==> src/rtl/rr_grant_scheduler.sv <==
// Round-robin grant scheduler: shares one resource among 2**N requesters.
// A grant is held until the owner signals done, drops its request, or
// reaches MAX_HOLD cycles. Each release is followed by at least one idle
// cycle before the next grant.
//
// state | meaning
// IDLE  | no owner; arbitrate on req starting from the rotating pointer
// BUSY  | grant_idx owns the resource; watch for done, request drop, or hold limit
module rr_grant_scheduler #(
    parameter int N        = 3,
    parameter int MAX_HOLD = 8
) (
    input  logic            clk,
    input  logic            reset,
    input  logic [0:2**N-1] req,
    input  logic            done,
    output logic [0:2**N-1] grant,
    output logic [N-1:0]    grant_idx,
    output logic            grant_valid
);

    localparam int NR  = 2**N;
    localparam int CW  = ($clog2(MAX_HOLD + 1) < 1) ? 1 : $clog2(MAX_HOLD + 1);
    localparam int LIM = (MAX_HOLD > 0) ? MAX_HOLD - 1 : 0;

    typedef enum logic {
        IDLE = 1'b0,
        BUSY = 1'b1
    } state_t;

    state_t          state_q, state_d;
    logic [0:NR-1]   grant_q, grant_d;
    logic [N-1:0]    idx_q, idx_d;
    logic            valid_q, valid_d;
    logic [N-1:0]    ptr_q, ptr_d;
    logic [CW-1:0]   cnt_q, cnt_d;

    logic [N-1:0]    cand;
    logic [N-1:0]    win;
    logic            found;
    logic            hold_limit;
    logic            rel_now;

    // The hold limit is disabled when MAX_HOLD is zero (unlimited hold).
    assign hold_limit = (MAX_HOLD != 0) && (cnt_q == CW'(LIM));

    // Winner search, release decision and next-state computation.
    always_comb begin
        state_d = state_q;
        grant_d = grant_q;
        idx_d   = idx_q;
        valid_d = valid_q;
        ptr_d   = ptr_q;
        cnt_d   = cnt_q;
        cand    = '0;
        win     = ptr_q;
        found   = 1'b0;

        // First requester at or after ptr, wrapping modulo 2**N.
        for (int k = 0; k < NR; k++) begin
            cand = ptr_q + N'(k);
            if (!found && req[cand]) begin
                win   = cand;
                found = 1'b1;
            end
        end

        rel_now = done || !req[idx_q] || hold_limit;

        case (state_q)
            IDLE: begin
                if (found) begin
                    state_d      = BUSY;
                    idx_d        = win;
                    grant_d      = '0;
                    grant_d[win] = 1'b1;
                    valid_d      = 1'b1;
                    cnt_d        = '0;
                end
            end
            BUSY: begin
                if (rel_now) begin
                    state_d = IDLE;
                    grant_d = '0;
                    valid_d = 1'b0;
                    ptr_d   = idx_q + N'(1);
                end else if (cnt_q != {CW{1'b1}}) begin
                    cnt_d = cnt_q + CW'(1);
                end
            end
            default: begin
                state_d = IDLE;
                grant_d = '0;
                valid_d = 1'b0;
            end
        endcase
    end

    // State and output registers with synchronous reset.
    always_ff @(posedge clk) begin
        if (reset) begin
            state_q <= IDLE;
            grant_q <= '0;
            idx_q   <= '0;
            valid_q <= 1'b0;
            ptr_q   <= '0;
            cnt_q   <= '0;
        end else begin
            state_q <= state_d;
            grant_q <= grant_d;
            idx_q   <= idx_d;
            valid_q <= valid_d;
            ptr_q   <= ptr_d;
            cnt_q   <= cnt_d;
        end
    end

    assign grant       = grant_q;
    assign grant_idx   = idx_q;
    assign grant_valid = valid_q;

endmodule

==> config.mk <==
export PLATFORM = sky130hd
export DESIGN_NAME = rr_grant_scheduler
export DESIGN_NICKNAME = d
export VERILOG_FILES = /design/src/rtl/rr_grant_scheduler.sv
export SDC_FILE = /design/constraint.sdc
export NUM_CORES = 1
export LEC_CHECK = 0
export BUFFER_PORTS_ARGS = -buffer_cell sky130_fd_sc_hd__clkbuf_2
export CORE_UTILIZATION = 35
export CTS_CLUSTER_SIZE = 20
export DETAILED_ROUTE_END_ITERATION = 8
export SETUP_SLACK_MARGIN = 0.5
export SLEW_MARGIN = 5
export SYNTH_ARGS = -nofsm -noshare
export SYNTH_HDL_FRONTEND = slang
export SYNTH_SLANG_ARGS = --single-unit
==> constraint.sdc <==
create_clock -name clk -period 3.61 [get_ports clk]
set_input_delay 0 -clock clk [delete_from_list [all_inputs] [get_ports clk]]
set_output_delay 0 -clock clk [all_outputs]
set_load 0.01 [all_outputs]
# [Word-level counts from Yosys, hierarchy flattened]
# Index checks and enable logic that the tools add are counted.
[op_classes] add_sub_neg=9 order_cmp=11 n_eq_ne=6 mux=57 bitwise_logic=11 reduce_logical=22
[ops] operator="4-bit greater-or-equal comparator (second input constant)" n=10
[ops] operator="3-bit inverter with 4-bit output" n=10
[ops] operator="1-bit 2-to-1 mux" n=31
[ops] operator="1-bit binary-select mux with 3-bit select" n=9
[ops] operator="3-bit 2-to-1 mux" n=7
[ops] operator="8-bit 2-to-1 mux" n=2
[ops] operator="8-bit case mux with 2 select lines" n=1
[ops] operator="3-bit adder (second input constant)" n=4
[ops] operator="4-bit 2-to-1 mux" n=3
[ops] operator="1-bit logical AND" n=8
[ops] operator="1-bit zero test" n=8
[ops] operator="4-bit case mux with 2 select lines" n=1
[ops] operator="3-bit by 1-bit adder with 3-bit output (second input constant)" n=2
[ops] operator="3-bit by 2-bit adder with 3-bit output (second input constant)" n=2
[ops] operator="2-bit AND reduction" n=3
[ops] operator="4-bit by 1-bit adder with 4-bit output (second input constant)" n=1
[ops] operator="4-bit by 3-bit == test with 1-bit output (second input constant)" n=1
[ops] operator="4-bit by 1-bit less-than comparator with 1-bit output (second input constant)" n=1
[ops] operator="2-bit by 1-bit != test with 1-bit output (second input constant)" n=2
[ops] operator="2-bit != test (second input constant)" n=2
[ops] operator="4-bit != test (second input constant)" n=1
[ops] operator="1-bit case mux with 2 select lines" n=2
[ops] operator="1-bit demux with 3-bit select" n=1
[ops] operator="3-bit AND reduction" n=1
[ops] operator="2 further kinds" n=3
[totals] reg_bits=20 out_inout_bits=12

# [Longest topological paths before layout]
# Gate-level depths: netlist of run 1.
[depth] word_depth=33 ltp_mapped=14 ltp_nobuf=9

# [Worst setup path before layout of run 1]
# OpenSTA, ideal clock, no wires.
[synth_path] path_type="register -> register" from="reg ptr_q[1]" to="reg grant_q, in the netlist grant[0]" setup_time_ns=0.117 arrival_ns=3.576 required_time_ns=3.493 setup_slack_ns=-0.084 path_stages_with_launch=14 n_path_buf=4 period_less_slack_ns=3.694 cell_sequence="dfxtp_1 -> clkbuf_1 -> buf_1 -> inv_1 -> ha_1 -> buf_6 -> buf_2 -> mux2_1 -> mux4_2 -> a22oi_2 -> o41ai_4 -> o21a_1 -> or2_1 -> a32o_1"
[synth_between] elab_chain_cells=33 elab_cells_between_ends=78 classes_between="add/sub (7); order compare (2); eq/ne (1); mux (43); bitwise (9); reduce/logical (16)"
[synth_lines] element="from (decl)" line_no="35" rtl="logic [N-1:0] ptr_q, ptr_d;"
[synth_lines] element="from (signal assigned)" line_no="113" rtl="ptr_q <= ptr_d;"
[synth_lines] element="parallel branches: the longest is 33 deep, another holds 3-bit by 1-bit adder with 3-bit output"
[synth_lines] element="to (signal assigned)" line_no="110" rtl="grant_q <= grant_d;"
[synth_lines] element="to (decl)" line_no="32" rtl="logic [0:NR-1] grant_q, grant_d;"
# Several ways; the timed one is not identified. The select of a mux whose other input is x is not followed.
# A chain may end at the register's enable or synchronous reset.

# [Worst setup path after layout of run 1]
[layout_path] from="reg ptr_q[0]" to="reg grant_q, in the netlist grant[7]"
# Same word-level chain as after synthesis.

==> flow_metrics.py, run 1 <==
metrics = {
    "pwr": {
        "p_per_area_mw_per_mm2": 586,
        "peakVddDrop_mv": 0.255,
        "leakage_nw": 0.983,
    },
    "logic_synthesis": {
        "synth_area_sq_mm": 0.00208,
        "synthAdderAreaFrac_pct": 2.41,
        "synth_cells": 210,
        "syn_area_per_cell_sq_um": 9.91,
        "ys_warn_count": 0,
        "synth.largest_area_cell": "mux4_2",
        "synth-edff-count": 0,
        "syn_nets": 225,
        "synthSimpleGateAreaFrac_pct": 16.8,
        "muxShareOfSynthArea_pct": 33.6,
        "yosysUniqueCellTypes": 61,
        "synth-seq-area-share_pct": 19.2,
        "synth-compound-area-share_pct": 20.9,
        "synth_top_family_by_area": "multiplexers",
        "synth_xor_area_share_pct": 2.10,
        "ys_seq_elements": 20,
        "synth.top_cell.area_share_pct": 19.5,
        "ys.flop_type": "dfxtp_1",
        "async_flop_share_pct": 0,
        "synthTopCellsByArea": "mux4_2, dfxtp_1, mux2i_1",
    },
    "placement": {
        "dp_hpwl_um": 3980,
        "port-buffer-count": 22,
        "dp.cells": 299,
        "gp_congestion": 0.918,
    },
    "sta": {
        "finalCriticalPeriod_ps": 3060,
        "finalHoldViolCount": 0,
        "rsz0062_at_grt": "true",
        "holdWs_ps": 130,
        "fin_setup_tns_ps": 0,
        "setup_viol": 0,
        "fin_worst_skew_ps": 0.971,
        "finalCritPeriodShare_pct": 84.9,
        "timing.fmax_mhz": 326,
        "tightest_slew_ps": 681,
        "report.final.slew_viol_count": 0,
        "slew-limit-headroom_pct": 54.1,
    },
    "critical_path": {
        "cp.arrival_ps": 3220,
        "crit_type": "reg2reg",
        "cp.required_ps": 3770,
        "worstSetupStartpointType": "register",
        "rrSetupSlack_ps": 550,
        "crit_fanout": 7,
        "endpoint_kind": "register",
    },
    "routing": {
        "wl_per_cell_um": 17.8,
        "drc": 0,
        "dr_total_vias": 1979,
        "drt_first_iter_violations": 122,
        "via_per_inst": 6.22,
        "drtPass1Iterations": 4,
        "routed_wl_um": 5660,
        "final_antenna_net_count": 0,
    },
    "cts": {
        "numCtsBuffers": 3,
        "clock_latency_ps": 250,
        "clockBufferDepth": 2,
        "path_clk_slew_ps": 70,
        "cts_tree": "yes",
        "cts_sinks": 20,
        "h-tree-depth": 1,
        "clockRootBuffer": "clkbuf_8",
    },
    "floorplanning": {
        "initial_core_util_pct": 37.1,
        "io_pins": 23,
        "core_sq_mm": 0.00561,
        "fp-row-count": 27,
        "dieHeight_um": 79.1,
        "die_area_sq_mm": 0.00626,
        "die_x_um": 79.1,
    },
    "global_routing": {
        "grt_max_degree": 17,
        "first_global_vias": 1813,
        "antenna_found_initial": 0,
        "grt_pass1_wl_um": 9040,
        "grt_use_total_pct": 18.4,
        "grt_overflow_total": 0,
    },
    "final_layout": {
        "fin_cells": 318,
        "fin_nets": 263,
        "area_delta_synth_final_pct": 25.0,
        "diodes": 0,
        "drive_above_1_share_pct": 44.7,
    },
    "job": {
        "max_cap_viol_count": 0,
    },
    "run_status": {
        "status": "complete, no violations",
    },
    "min_path": {
        "min_path_type": "in2reg",
    },
}
==> cell families after synthesis <==
logic type / after synthesis
xor gates and xnor gates: 5
DFF: 20
buffers and inverters: 18
adders and majority gates: 4
muxes: 45
and+or+nand+nor: 65
AOI/OAI and AO/OA: 53
==> where the power goes <==
part / switching, mW / leakage (nW) / internal (mW) / total (mW)
Sequential: 0.0457 / 0.164 / 0.258 / 0.304
Combinational: 0.568 / 0.797 / 0.512 / 1.08
Clock: 0.0650 / 0.0216 / 0.0741 / 0.139
Total: 0.678 / 0.983 / 0.844 / 1.52
==> stage by stage <==
stage	setup slack, ps	total power [mW]	utilization, %	cell area (sq um)
floorplan	365	1.00	-	2130
finish	547	1.52	46.4	2600
detailed placement	388	1.19	40.7	2280
global placement	414	1.19	40.7	2280
global route	464	1.62	46.4	2600
CTS	520	1.38	42.7	2400
==> area by class of cell <==
type	instances	area (sq um)
fillers	542	3010
flip-flops and latches	20	403
inverters	6	25.0
multi-input cells	172	1730
well taps	72	90.1
repair buffers	45	315
clock buffers	3	41.3
==> timing repair <==
| action | 4_1_cts | 5_1_grt |
|---|---|---|
| pin swaps | 2 | 17 |
| setup buffers | 4 | 12 |
| hold buffers | 0 | 0 |
| endpoints found under the setup margin | 12 | 12 |
| gates cloned | 0 | 0 |
| gates resized for setup | 11 | 26 |
==> state kept, by name (all words and copies together), names as in the netlist <==
signal	count
cnt_q	4
ptr_q	3
state_q	1
grant_valid	1
grant	8
grant_idx	3
==> cell usage in the layout (no fill, tap or decap), types with 2 or more instances in the layout <==
cell type / Yosys / final
buf_6: 4 / 2
a32o_1: 4 / 4
mux2_4: 2 / 5
a211oi_1: 4 / 3
o211a_1: 2 / 2
or2_4: 1 / 2
dfxtp_2: 0 / 2
a21oi_1: 14 / 13
inv_1: 5 / 3
mux2i_1: 14 / 14
ha_1: 4 / 3
xnor2_1: 3 / 3
nor3_1: 5 / 4
o41ai_2: 0 / 3
clkbuf_8: 0 / 3
buf_12: 0 / 2
mux2_1: 4 / 2
nor2_1: 18 / 15
a22oi_2: 2 / 2
o221ai_2: 1 / 2
nand4_1: 6 / 6
dfxtp_1: 20 / 18
or3b_1: 2 / 2
clkbuf_2: 0 / 22
xor2_1: 2 / 2
nand3b_1: 3 / 3
buf_4: 0 / 19
nor2_4: 0 / 2
nand2_1: 16 / 16
mux4_2: 18 / 18
o21ai_0: 2 / 2
mux2_2: 7 / 6
==> metal layers <==
| metal | global-route usage [%] | routed length, um | up-vias |
|---|---|---|---|
| li1 | - | - | 921 |
| met1 | 23.9 | 2480 | 984 |
| met2 | 30.6 | 2840 | 66 |
| met3 | 3.22 | 250 | 8 |
| met4 | 6.00 | 90 | 0 |
| met5 | 0 | 0 | - |
==> synthesized netlist by cell type, drive strengths merged (2+ instances only) <==
cell type  instances
mux4              18
o21ai              3
nand4              6
a32o               4
mux2i             14
nor3               5
a31oi              3
ha                 4
nor4               2
xor2               2
o221ai             2
clkbuf             3
or3b               3
o211a              2
a22oi              2
buf                9
nand2             17
a211oi             5
mux2              13
or2                2
dfxtp             20
o41ai              5
inv                5
xnor2              3
nand3b             3
nor2              18
a21oi             14
a22o               2
a2111oi            2
==> final timing paths <==
path,start,to,depth (start not counted)
setup / recovery,ptr_q[0],grant[7],9
hold / removal,reset,cnt_q[1],2
setup reg to reg,ptr_q[0],grant[7],9
hold reg to reg,grant[6],grant[6],2
==> worst max-delay path, cell delays in order, from the launching register on <==
cell and delay [ps]:
dfxtp_2 360, inv_2 60, ha_4 340, mux2_4 310, mux4_2 480, or2_4 280
o41ai_4 440, nor3_2 120, or2_4 290, o41ai_2 300
Note: power is estimated with default switching activity, not from simulation.
==> inputs of run 2 (changes only) <==
clock period = 3.05 ns   (was 3.61 ns; I/O delays follow)
==> flow_metrics.py, run 2 (synthesis results as in run 1) <==
metrics = {
    "job": {
        "max_cap_viol_count": 0,
    },
    "sta": {
        "slew-limit-headroom_pct": 62.9,
        "rsz0062_at_grt": "true",
        "fin_worst_skew_ps": 4.42,
        "tightest_slew_ps": 556,
        "fin_setup_tns_ps": -63.4,
        "holdWs_ps": 91.6,
        "finalHoldViolCount": 0,
        "report.final.slew_viol_count": 0,
        "finalCriticalPeriod_ps": 3080,
        "finalCritPeriodShare_pct": 101,
        "timing.fmax_mhz": 324,
        "setup_viol": 4,
        "worst_slack_ps": -34.2,
    },
    "placement": {
        "dp_hpwl_um": 4200,
        "gp_congestion": 0.969,
        "dp.cells": 317,
        "port-buffer-count": 22,
    },
    "routing": {
        "drt_first_iter_violations": 132,
        "routed_wl_um": 5910,
        "dr_total_vias": 2003,
        "wl_per_cell_um": 17.7,
        "drtPass1Iterations": 4,
        "via_per_inst": 6.00,
        "drc": 0,
        "final_antenna_net_count": 0,
    },
    "global_routing": {
        "grt_use_met2_pct": 32.9,
        "top_usage_layer": "met2",
        "first_global_vias": 1859,
        "grt.met1_usage_pct": 25.9,
        "grt_use_total_pct": 19.1,
        "use_met3_pct": 2.53,
        "antenna_found_initial": 0,
        "grt_pass1_wl_um": 9400,
        "grt_overflow_total": 0,
        "grt_max_degree": 17,
    },
    "final_layout": {
        "area_delta_synth_final_pct": 32.1,
        "ff_latch_area_sq_um": 403,
        "nFillCells": 535,
        "mostFrequentLayoutCell": "buf_4",
        "largest_reg_flops": 8,
        "final_cell_mix": "buf_4, clkbuf_2, mux4_2, dfxtp_1, nor2_1",
        "fin_cells": 334,
        "multi_input_area_sq_mm": 0.00174,
        "drive_above_1_share_pct": 47.3,
        "fin_nets": 278,
        "diodes": 0,
    },
    "floorplanning": {
        "io_pins": 23,
        "die_x_um": 79.1,
        "initial_core_util_pct": 37.1,
        "core_sq_mm": 0.00561,
        "die_area_sq_mm": 0.00626,
        "dieHeight_um": 79.1,
        "fp-row-count": 27,
    },
    "min_path": {
        "min_path_type": "in2reg",
        "hold_start": "reset",
    },
    "run_status": {
        "violations": "setup timing",
        "status": "finished, violations left",
    },
    "cts": {
        "cts_sinks": 20,
        "clockBufferDepth": 2,
        "clock_latency_ps": 260,
        "numCtsBuffers": 3,
        "h-tree-depth": 1,
        "path_clk_slew_ps": 70,
        "clockRootBuffer": "clkbuf_8",
        "cts_tree": "yes",
    },
    "critical_path": {
        "cp.arrival_ps": 3250,
        "crit_type": "reg2reg",
        "crit_path_start": "ptr_q[1]",
        "worstSetupStartpointType": "register",
        "endpoint_kind": "register",
        "crit_fanout": 8,
        "cp.required_ps": 3220,
        "r2r_start": "ptr_q[1]",
    },
    "pwr": {
        "peakVddDrop_mv": 0.364,
        "p_per_area_mw_per_mm2": 716,
        "power.total_mw": 1.97,
        "leakage_nw": 1.07,
    },
}
## run 2: cell count changes in the layout (fill, tap and decap cells not counted), sizes merged
cell    before  now
clkbuf      25   26
buf         23   38
## run 2: metal layers
metal / wire [um] / up-vias
met1: 2740 / 1012
met2: 2950 / 34
li1: - / 951
met4: 44 / 0
met5: 0 / -
met3: 180 / 6
## run 2: worst paths after layout
path                  end  slack [ps]  cells past startpoint
max              grant[6]         -30                     11
min          grant_idx[0]          90                      2
max reg2reg      grant[6]         -30                     11
min reg2reg      grant[6]         460                      2
## run 2: layout make-up
type	count	share of cell area [%]
well taps	72	3.28
repair buffers	60	15.8
inverters	6	0.910
multi-input cells	172	63.3
clock buffers	4	2.00
flip-flops and latches	20	14.7
## run 2: where the power goes
group          internal [mW]  switching (mW)
clock network          0.115          0.0844
registers              0.306          0.0522
logic                  0.693           0.718
total                   1.11           0.854
## run 2: worst max-delay path: stages, from the launching register on
cell and delay (ps):
dfxtp_2 350, inv_4 40, ha_4 340, buf_12 130
mux2_1 320, mux4_2 540, a22oi_2 270, buf_4 160
o211a_1 190, nor4_4 70, o221a_4 260, o41ai_2 310
## run 2: timing repair
item	in CTS	in global routing
setup buffers	11	2
endpoints found under the hold margin	0	0
pin swaps	15	9
resized for setup	27	4
hold buffers	0	0
endpoints found under the setup margin	17	17
## run 2: metrics by stage
step / worst slack, ps / cell area, sq um / util, %
after floorplan: -195 / 2130 / -
after global placement: 5.04 / 2430 / 43.3
after detailed placement: -58.6 / 2430 / 43.3
after CTS: 39.0 / 2710 / 48.4
after global routing: -112 / 2750 / 49.0
final: -34.2 / 2750 / 49.0
